`config.mk`:
```
export PLATFORM = sky130hd
export DESIGN_NAME = axis_ctrl_rr_arbiter
export DESIGN_NICKNAME = d
export VERILOG_FILES = /design/src/rtl/axis_ctrl_rr_arbiter.sv
export SDC_FILE = /design/constraint.sdc
export NUM_CORES = 1
export LEC_CHECK = 0
export CORE_AREA = 2 2 70 72
export DETAILED_ROUTE_END_ITERATION = 16
export DIE_AREA = 0 0 72 74
export DONT_BUFFER_PORTS = 1
export PLACE_DENSITY = 0.48
export SLEW_MARGIN = 20
export SYNTH_ARGS = -nofsm -noshare
export SYNTH_HDL_FRONTEND = slang
export SYNTH_SLANG_ARGS = --single-unit
```
`constraint.sdc`:
```
create_clock -name clk -period 1.3 [get_ports clk]
set_input_delay 0.26 -clock clk [delete_from_list [all_inputs] [get_ports clk]]
set_output_delay 0.26 -clock clk [all_outputs]
set_load 0.005 [all_outputs]
```
`src/rtl/axis_ctrl_rr_arbiter.sv`:
```
// Packet-atomic round-robin arbiter merging NUM_PORTS AXI-Stream-style
// requesters onto one output. A grant is taken from IDLE, held for a whole
// packet (until the tlast handshake), then released through one IDLE cycle.
module axis_ctrl_rr_arbiter #(
  parameter int NUM_PORTS = 4,
  parameter int WIDTH     = 32
) (
  input  logic                           clk,
  input  logic                           rst,
  input  logic [NUM_PORTS*WIDTH-1:0]     s_axis_tdata,
  input  logic [NUM_PORTS-1:0]           s_axis_tlast,
  input  logic [NUM_PORTS-1:0]           s_axis_tvalid,
  output logic [NUM_PORTS-1:0]           s_axis_tready,
  output logic [WIDTH-1:0]               m_axis_tdata,
  output logic                           m_axis_tlast,
  output logic                           m_axis_tvalid,
  input  logic                           m_axis_tready,
  output logic [$clog2(NUM_PORTS)-1:0]   grant_idx,
  output logic                           busy
);

  localparam int IDX_W = $clog2(NUM_PORTS);

  typedef enum logic {
    IDLE    = 1'b0,
    GRANTED = 1'b1
  } state_t;

  state_t           state_q, state_d;
  logic [IDX_W-1:0] grant_q, grant_d;
  logic [IDX_W-1:0] last_q, last_d;
  logic [IDX_W-1:0] winner;
  logic [IDX_W-1:0] cand;
  logic             found;
  logic             pkt_done;

  // Round-robin search: first requesting port strictly after last_q, wrapping.
  always_comb begin
    winner = last_q;
    found  = 1'b0;
    cand   = '0;
    for (int k = 1; k <= NUM_PORTS; k++) begin
      cand = IDX_W'((int'(last_q) + k) % NUM_PORTS);
      if (!found && s_axis_tvalid[cand]) begin
        winner = cand;
        found  = 1'b1;
      end
    end
  end

  // State, grant and round-robin pointer registers.
  always_ff @(posedge clk) begin
    if (rst) begin
      state_q <= IDLE;
      grant_q <= '0;
      last_q  <= IDX_W'(NUM_PORTS - 1);
    end else begin
      state_q <= state_d;
      grant_q <= grant_d;
      last_q  <= last_d;
    end
  end

  // Next state: grab a winner from IDLE, release after the tlast handshake.
  always_comb begin
    state_d = state_q;
    grant_d = grant_q;
    last_d  = last_q;
    case (state_q)
      IDLE: begin
        if (found) begin
          state_d = GRANTED;
          grant_d = winner;
          last_d  = winner;
        end
      end
      GRANTED: begin
        if (pkt_done) begin
          state_d = IDLE;
        end
      end
      default: state_d = IDLE;
    endcase
  end

  // Outputs: combinational pass-through of the granted port, quiet in IDLE.
  always_comb begin
    m_axis_tdata  = s_axis_tdata[int'(grant_q)*WIDTH +: WIDTH];
    m_axis_tvalid = 1'b0;
    m_axis_tlast  = 1'b0;
    s_axis_tready = '0;
    if (state_q == GRANTED) begin
      m_axis_tvalid          = s_axis_tvalid[grant_q];
      m_axis_tlast           = s_axis_tlast[grant_q];
      s_axis_tready[grant_q] = m_axis_tready;
    end
    pkt_done  = m_axis_tvalid & m_axis_tready & m_axis_tlast;
    grant_idx = grant_q;
    busy      = (state_q == GRANTED);
  end

endmodule

```
==> results of run 1 <==
-- through the flow --
| step | power, W | TNS, ns |
|---|---|---|
| global placement | 0.000711 | -4.51 |
| finish | 0.00122 | -12.10 |
| detailed placement | 0.000724 | -5.24 |
| global route | 0.00130 | -14.04 |
| floorplan | 0.000665 | -3.31 |
| CTS | 0.00124 | -12.22 |
-- synth_stat cells (all sizes together), types with 2 or more instances --
| library cell | count | area (um2) |
|---|---|---|
| a21oi | 4 | 23.8 |
| and2 | 2 | 12.5 |
| buf | 8 | 82.6 |
| dfxtp | 5 | 100 |
| inv | 3 | 11.3 |
| mux4 | 34 | 769 |
| nand2 | 6 | 22.5 |
| nor2 | 8 | 30.0 |
| nor3 | 4 | 20.0 |
| nor4 | 2 | 25.0 |
| or2b | 2 | 16.3 |
-- how the worst min path moves through the flow --
stage,startpoint,end,slack (ns),depth (start not counted)
floorplan,rst,grant_idx[1]$_SDFFE_PP0P_,0.33,1
CTS,rst,grant_idx[1]$_SDFFE_PP0P_,0.09,1
detailed placement,rst,grant_idx[1]$_SDFFE_PP0P_,0.33,1
finish,rst,grant_idx[1]$_SDFFE_PP0P_,0.09,1
global placement,rst,grant_idx[1]$_SDFFE_PP0P_,0.32,1
global route,rst,grant_idx[1]$_SDFFE_PP0P_,0.08,1
-- cell type report --
class	instances	share of cell area, %
clock inverters	1	0.319
multi-input cells	68	64.7
flip-flops and latches	5	6.70
clock buffers	3	2.63
well taps	54	4.31
inverters	3	0.718
repair buffers	19	20.6
-- power by group through the flow --
stage / registers (W) / clock network [W] / logic, W
after global routing: 0.000196 / 0.000316 / 0.000786
after floorplan: 0.000190 / 0 / 0.000475
after detailed placement: 0.000193 / 0 / 0.000532
after global placement: 0.000192 / 0 / 0.000520
final: 0.000193 / 0.000293 / 0.000736
after CTS: 0.000192 / 0.000298 / 0.000745
-- state kept, by name, summed over array words and instances, names as in the netlist --
name,cells
last_q,2
grant_idx,2
busy,1
-- cell families after synthesis --
kind of cell / Yosys count / share of synthesized area (%)
AO/OA/AOI/OAI: 8 / 4.65
buffers and inverters: 11 / 8.11
flip-flops: 5 / 8.65
multiplexers: 34 / 66.5
AND/OR/NAND/NOR: 26 / 12.1
-- repair_timing --
| action | CTS | global route |
|---|---|---|
| setup buffers | 4 | 3 |
| pin swaps | 5 | 2 |
| resized for setup | 28 | 5 |
| endpoints found under the setup margin | 39 | 39 |
| cloned | 7 | 0 |
-- per-layer routing --
metal  global-route usage (%)  vias up  share of wire [%]
met1                     20.7      507                 32
met3                     6.50        4                 11
li1                         -      403                  -
met5                        0        -                  0
met2                     32.8       96                 57
met4                     3.35        0               0.37
==> run metrics, run 1 <==
Starting Density 25.2%; clock skew 0.00724 ns; crit path max fanout 8; Critical Path Max Stage Delay 0.52 ns; number of DRC markers in iteration 0 86; drt pass-1 iters 4; period utilisation layout 127%; unrepaired setup endpoints after global routing true; count of input and output buffers 0; CP arrival 1.39 ns; Die Y about 74 um; IO Pins 180; vias in the first global route between 1000 and 1500; P_leak 0.491 nW; Clock power frac 24.0%; Reg power frac 15.8%; die width 72 um; most common cell after layout, fill and taps aside mux4_2; gr ovfl total 0; Hold Buf Count CTS 0; Mapped Cells 84; Core Util, Final between 30% and 40%; Comb power frac 60.3%; buffers and inverters on the worst path 2; CP startpoint grant_idx[0]$_SDFFE_PP0P_; Rows 25; Placed Area 1220 um2; fin area between 1500 and 2000 um2; sw power around 0.00039 W; capturing point of the worst reg2reg path busy$_SDFF_PP0_; YS warnings 0; clock tree buffer depth 2; area of the multi-input gates approximately 1000 um2; H-tree depth 1; initial antenna violation count 0; Worst setup EP type output pin; Int Power 0.000827 W; Routed WL per cell 33.6 um; synthesized area per cell about 14 um2; failing checks negative setup slack; count of final max-slew check failures 0; setup slack, reg-to-reg -0.19 ns; crit start category flip-flop; r2r worst-path depth 8; Remaining DRCs 0; R2R Path Start grant_idx[0]$_SDFFE_PP0P_; Worst path depth 3; status finished with violations; largest net degree at the start of global routing 18; Worst VDD drop 0.474 mV; Crit path max-delay family multiplexers; fmax 0.607 GHz; CP max-delay cell mux4_2; Nets 239; minimum clock period 1.65 ns; Fillers between 400 and 500; WP data required 1.04 ns; sw frac 32.3%; register area share after synthesis 8.65%; Power Dens Cells 779 nW/um2; critical setup path kind reg2out; setup slack after layout -0.349 ns; detail-routed via count per cell 6.60; Syn-to-layout area delta 35.5%; Ant. Diodes 0; GP Congestion 0.919; Mapped Nets 223; Synth cell types 22; first-pass GRT wire length 6.95 mm; Slew Limit Headroom between 70% and 80%; main flop type after synthesis dfxtp_1; Die ar. 5330 um2; worst skew pair latency 0.23 ns; CORE AREA 4600 um2; synthesized flop and latch total 5; hpwl dp 3.97 mm; final WL 5.14 mm; Finish-stage setup viols 39; Worst-path clk slew about 0.040 ns; Hold Slack roughly 0.091 ns; Cell Chain, Critical Path buf_6 -> buf_16 -> mux4_2; Num CTS Buffers 3; Hold Crit Class in2reg; DRT antenna net count 0; capture point of the worst path m_axis_tdata[29]; worst slack at placement -0.194 ns; sequential standard cell area 105 um2; Total Routing Usage GR 18.0%; Slew @ Worst Pin roughly 0.34 ns; final hold vios 0; CTS tree done; layout cells sized above 1 72.7%; mapped cell area 1160 um2; total number of vias 1010; Max-Cap Viols 0; most frequent cells in the layout 34 x mux4_2, 6 x nand2_1, 6 x nor2_1, 6 x buf_16, 6 x buf_4; ys async rst share 0%; Post-synth EDFFs 0; Non-Filler Instances 153; dpl cells 137; CTS sink cnt 5; CTS root buf clkbuf_8
Note: power is estimated with default switching activity, not from simulation.
==> run 2: changes to the inputs <==
Settings changed: HOLD_SLACK_MARGIN from default to 0.06, SKIP_CTS_REPAIR_TIMING from default to 1.
==> run 2 against run 1 <==
Against the previous run: the run still ends with negative setup slack left; register-to-register slack improved by 0.10 ns; final cell count fell by 3.9%; final area fell by 9.4%; non-clock buffer count fell by 6; global-route usage fell by 3.7 points; clock power barely moved; first-iteration DRC count fell by 53%; sequential cell count did not move; clock skew fell by 0.0014 ns; critical path depth fell by 1; critical path type unchanged; critical endpoint is now m_axis_tdata[20]; highest routed layer unchanged.
==> run metrics, run 2 (synthesized netlist as in run 1, its figures left out) <==
Fillers about 430; Slew Limit Headroom 76.9%; initial antenna violation count 0; clock skew 0.00584 ns; R2R Path Start grant_idx[0]$_SDFFE_PP0P_; layout cells sized above 1 67.7%; setup slack, reg-to-reg -0.09 ns; worst skew pair latency 0.22 ns; status finished with violations; capturing point of the worst reg2reg path busy$_SDFF_PP0_; Die Y between 70 and 80 um; sw power 0.000362 W; Crit path max-delay family multiplexers; most frequent cells in the layout 34 x mux4_2, 8 x nor2_1, 6 x nand2_1; total number of vias 947; setup slack after layout -0.348 ns; Comb power frac 56.1%; Rows 25; clock tree buffer depth 2; Hold Crit Class in2reg; Total Routing Usage GR 14.3%; Worst VDD drop 0.488 mV; final hold vios 0; buffers and inverters on the worst path 1; most common cell after layout, fill and taps aside mux4_2; number of DRC markers in iteration 0 40; Nets about 230; CP startpoint grant_idx[0]$_SDFFE_PP0P_; count of final max-slew check failures 0; Hold Slack 0.0903 ns; dpl cells 137; crit path max fanout 8; sw frac 32.5%; largest net degree at the start of global routing 36; Ant. Diodes 0; Int Power 0.000751 W; CP arrival 1.39 ns; CTS root buf clkbuf_8; Starting Density 25.2%; CORE AREA 4600 um2; IO Pins between 150 and 200; die width 72 um; hpwl dp 3.97 mm; Non-Filler Instances around 150; failing checks negative setup slack; unrepaired setup endpoints after global routing true; CTS sink cnt 5; crit start category flip-flop; fmax 0.607 GHz; Power Dens Cells 784 nW/um2; Worst path depth 2; Worst-path clk slew about 0.04 ns; gr ovfl total 0; Clock power frac 26.1%; Num CTS Buffers 3; Routed WL per cell approximately 34 um; Remaining DRCs 0; minimum clock period 1.65 ns; DRT antenna net count 0; Finish-stage setup viols 39; Cell Chain, Critical Path buf_6 -> mux4_2; Slew @ Worst Pin 0.343 ns; H-tree depth 1; critical setup path kind reg2out; count of input and output buffers 0; Core Util, Final 30.9%; r2r worst-path depth 7; final WL a little under 5 mm; period utilisation layout 127%; CTS tree done; CP max-delay cell mux4_2; GP Congestion 0.919; Critical Path Max Stage Delay 0.53 ns; first-pass GRT wire length between 5 and 6 mm; detail-routed via count per cell 6.44; Worst setup EP type output pin; P_leak 0.435 nW; Syn-to-layout area delta 22.7%; vias in the first global route 1008; Die ar. 5330 um2; Max-Cap Viols 0; drt pass-1 iters 4; WP data required 1.04 ns; Reg power frac 17.9%; capture point of the worst path m_axis_tdata[20]
[run 2: stage by stage]
step	total power [W]	setup slack, ns	setup TNS, ns	instance area (um2)
global placement	0.000711	-0.168	-4.51	1220
CTS	0.00102	-0.440	-14.49	1270
floorplan	0.000665	-0.126	-3.31	1170
detailed placement	0.000724	-0.194	-5.24	1220
global route	0.00119	-0.400	-14.05	1420
finish	0.00111	-0.348	-11.85	1420
[run 2: power groups by stage]
| stage | Combinational [W] | Sequential (W) | Clock (W) |
|---|---|---|---|
| 2_1_floorplan | 0.000475 | 0.000190 | 0 |
| 3_3_place_gp | 0.000520 | 0.000192 | 0 |
| 3_5_place_dp | 0.000532 | 0.000193 | 0 |
| 4_1_cts | 0.000533 | 0.000190 | 0.000298 |
| 5_1_grt | 0.000671 | 0.000203 | 0.000316 |
| 6_report | 0.000624 | 0.000199 | 0.000290 |
[run 2: worst min-delay path by stage]
stage	startpoint	endpoint	slack, ns	depth (start not counted)
6_report	rst	grant_idx[1]$_SDFFE_PP0P_	0.09	1
5_1_grt	rst	grant_idx[1]$_SDFFE_PP0P_	0.08	1
4_1_cts	rst	grant_idx[1]$_SDFFE_PP0P_	0.09	1
3_5_place_dp	rst	grant_idx[1]$_SDFFE_PP0P_	0.33	1
3_3_place_gp	rst	grant_idx[1]$_SDFFE_PP0P_	0.32	1
2_1_floorplan	rst	grant_idx[1]$_SDFFE_PP0P_	0.33	1
[run 2: per-layer routing]
layer	up-vias	global-route usage (%)	share of wire, %
li1	384	-	-
met1	471	15.1	31
met2	90	26.4	57
met3	2	6.64	12
met4	0	2.73	0.28
met5	-	0	0
[run 2: final cells by class]
type | count | area (um2) | share of cell area, %
repair buffers | 13 | 198 | 13.9
flip-flops and latches | 5 | 108 | 7.58
clock buffers | 3 | 41.3 | 2.91
clock inverters | 1 | 5.00 | 0.352
multi-input cells | 68 | 987 | 69.5
well taps | 54 | 67.6 | 4.76
inverters | 3 | 13.8 | 0.969
==> run 3: changes to the inputs <==
Settings changed: HOLD_SLACK_MARGIN 0.06 to 0.08, SLEW_MARGIN 20 to 15.
==> run 3 against run 2 <==
Against the previous run: the flow still finishes with violations (negative setup slack); hold slack improved by 0.013 ns; clock power about the same; register-to-register slack is essentially flat; clock skew hardly changed; critical path type unchanged; critical endpoint unchanged; highest routed layer unchanged.
==> run metrics, run 3 (synthesized netlist as in run 1, its figures left out) <==
status finished with violations; failing checks negative setup slack; Die Y approximately 74 um; clock skew 0.00555 ns; CP arrival 1.39 ns; most frequent cells in the layout 34 x mux4_2, 8 x nor2_1, 6 x nand2_1; CP startpoint grant_idx[0]$_SDFFE_PP0P_; crit path max fanout 8; count of input and output buffers 0; Finish-stage setup viols 39; minimum clock period approximately 1.6 ns; GP Congestion 0.919; Clock power frac 26.0%; Die ar. 5330 um2; first-pass GRT wire length about 5.7 mm; Rows 25; Syn-to-layout area delta 23.6%; sw frac 32.5%; CTS sink cnt 5; Reg power frac 17.8%; CTS root buf clkbuf_8; Nets 234; r2r worst-path depth 7; final hold vios 0; Total Routing Usage GR 14.3%; gr ovfl total 0; final WL 4.96 mm; setup slack, reg-to-reg -0.09 ns; Routed WL per cell 33.5 um; most common cell after layout, fill and taps aside mux4_2; drt pass-1 iters 4; fin area about 1400 um2; DRT antenna net count 0; crit start category flip-flop; critical setup path kind reg2out; Starting Density 25.2%; capture point of the worst path m_axis_tdata[20]; Slew @ Worst Pin 0.346 ns; area of the multi-input gates around 1000 um2; detail-routed via count per cell 6.42; hpwl dp about 4.0 mm; Placed Area around 1200 um2; count of final max-slew check failures 0; Fillers between 400 and 500; Worst VDD drop slightly below 0.5 mV; vias in the first global route 1008; layout cells sized above 1 67.0%; initial antenna violation count 0; sequential standard cell area 108 um2; worst skew pair latency about 0.22 ns; P_leak ~0.44 nW; Ant. Diodes 0; Worst-path clk slew 0.04 ns; Hold Crit Class in2reg; Slew Limit Headroom 76.7%; Remaining DRCs 0; Max-Cap Viols 0; clock tree buffer depth 2; worst hold path cell count 1; WP data required approximately 1.0 ns; Comb power frac 56.2%; number of DRC markers in iteration 0 37; setup slack after layout -0.348 ns; R2R Path Start grant_idx[0]$_SDFFE_PP0P_; IO Pins 180; CTS tree done; fmax 0.607 GHz; Power Dens Cells between 700 and 800 nW/um2; Int Power about 0.00075 W; Power, Total 0.00112 W; largest net degree at the start of global routing 36; die width 72 um; total number of vias 950; capturing point of the worst reg2reg path busy$_SDFF_PP0_; sw power about 0.00036 W; CORE AREA 4600 um2; period utilisation layout 127%; H-tree depth 1; Worst setup EP type output pin; Num CTS Buffers 3; unrepaired setup endpoints after global routing true
run 3: cell count changes in the layout (fill, tap and decap cells not counted), sizes merged:
cell | before | now
dlygate4sd3 | 0 | 1
run 3: per-stage QoR:
step	setup TNS (ns)	hold WS [ns]	util (%)	setup WS, ns	cells
after detailed placement	-5.24	0.327	26.6	-0.194	137
after floorplan	-3.31	0.329	-	-0.126	84
after global placement	-4.51	0.324	26.6	-0.168	137
final	-11.86	0.103	31.1	-0.348	148
after CTS	-14.49	0.0896	27.6	-0.440	141
after global routing	-14.04	0.0929	31.1	-0.400	148
run 3: worst min-delay path by stage:
stage,startpoint,end,slack [ns]
finish,rst,grant_idx[0]$_SDFFE_PP0P_,0.10
global route,rst,grant_idx[0]$_SDFFE_PP0P_,0.09
CTS,rst,grant_idx[1]$_SDFFE_PP0P_,0.09
detailed placement,rst,grant_idx[1]$_SDFFE_PP0P_,0.33
global placement,rst,grant_idx[1]$_SDFFE_PP0P_,0.32
floorplan,rst,grant_idx[1]$_SDFFE_PP0P_,0.33
run 3: per-layer routing:
layer | part of all wire (%) | global-route usage [%] | up-vias
met5 | 0 | 0 | -
met1 | 32 | 15.1 | 472
met4 | 0.28 | 2.73 | 0
met3 | 12 | 6.64 | 2
met2 | 56 | 26.4 | 91
li1 | - | - | 385
run 3: power groups by stage:
stage                     clock [W]  sequential [W]  combinational (W)
after global routing       0.000316        0.000203           0.000673
after floorplan                   0        0.000190           0.000475
after CTS                  0.000298        0.000190           0.000533
final                      0.000290        0.000199           0.000627
after detailed placement          0        0.000193           0.000532
after global placement            0        0.000192           0.000520
run 3: critical path: stages, from the launching register on:
cell and delay (ns):
dfxtp_4 0.43, buf_6 0.20, mux4_2 0.53
run 3: cell type report:
| cell class | instances | area share [%] |
|---|---|---|
| clock inverter | 1 | 0.350 |
| multi-input combinational | 68 | 69.0 |
| tap | 54 | 4.72 |
| clock buffer | 3 | 2.89 |
| sequential | 5 | 7.52 |
| timing repair buffer | 14 | 14.5 |
| inverter | 3 | 0.962 |
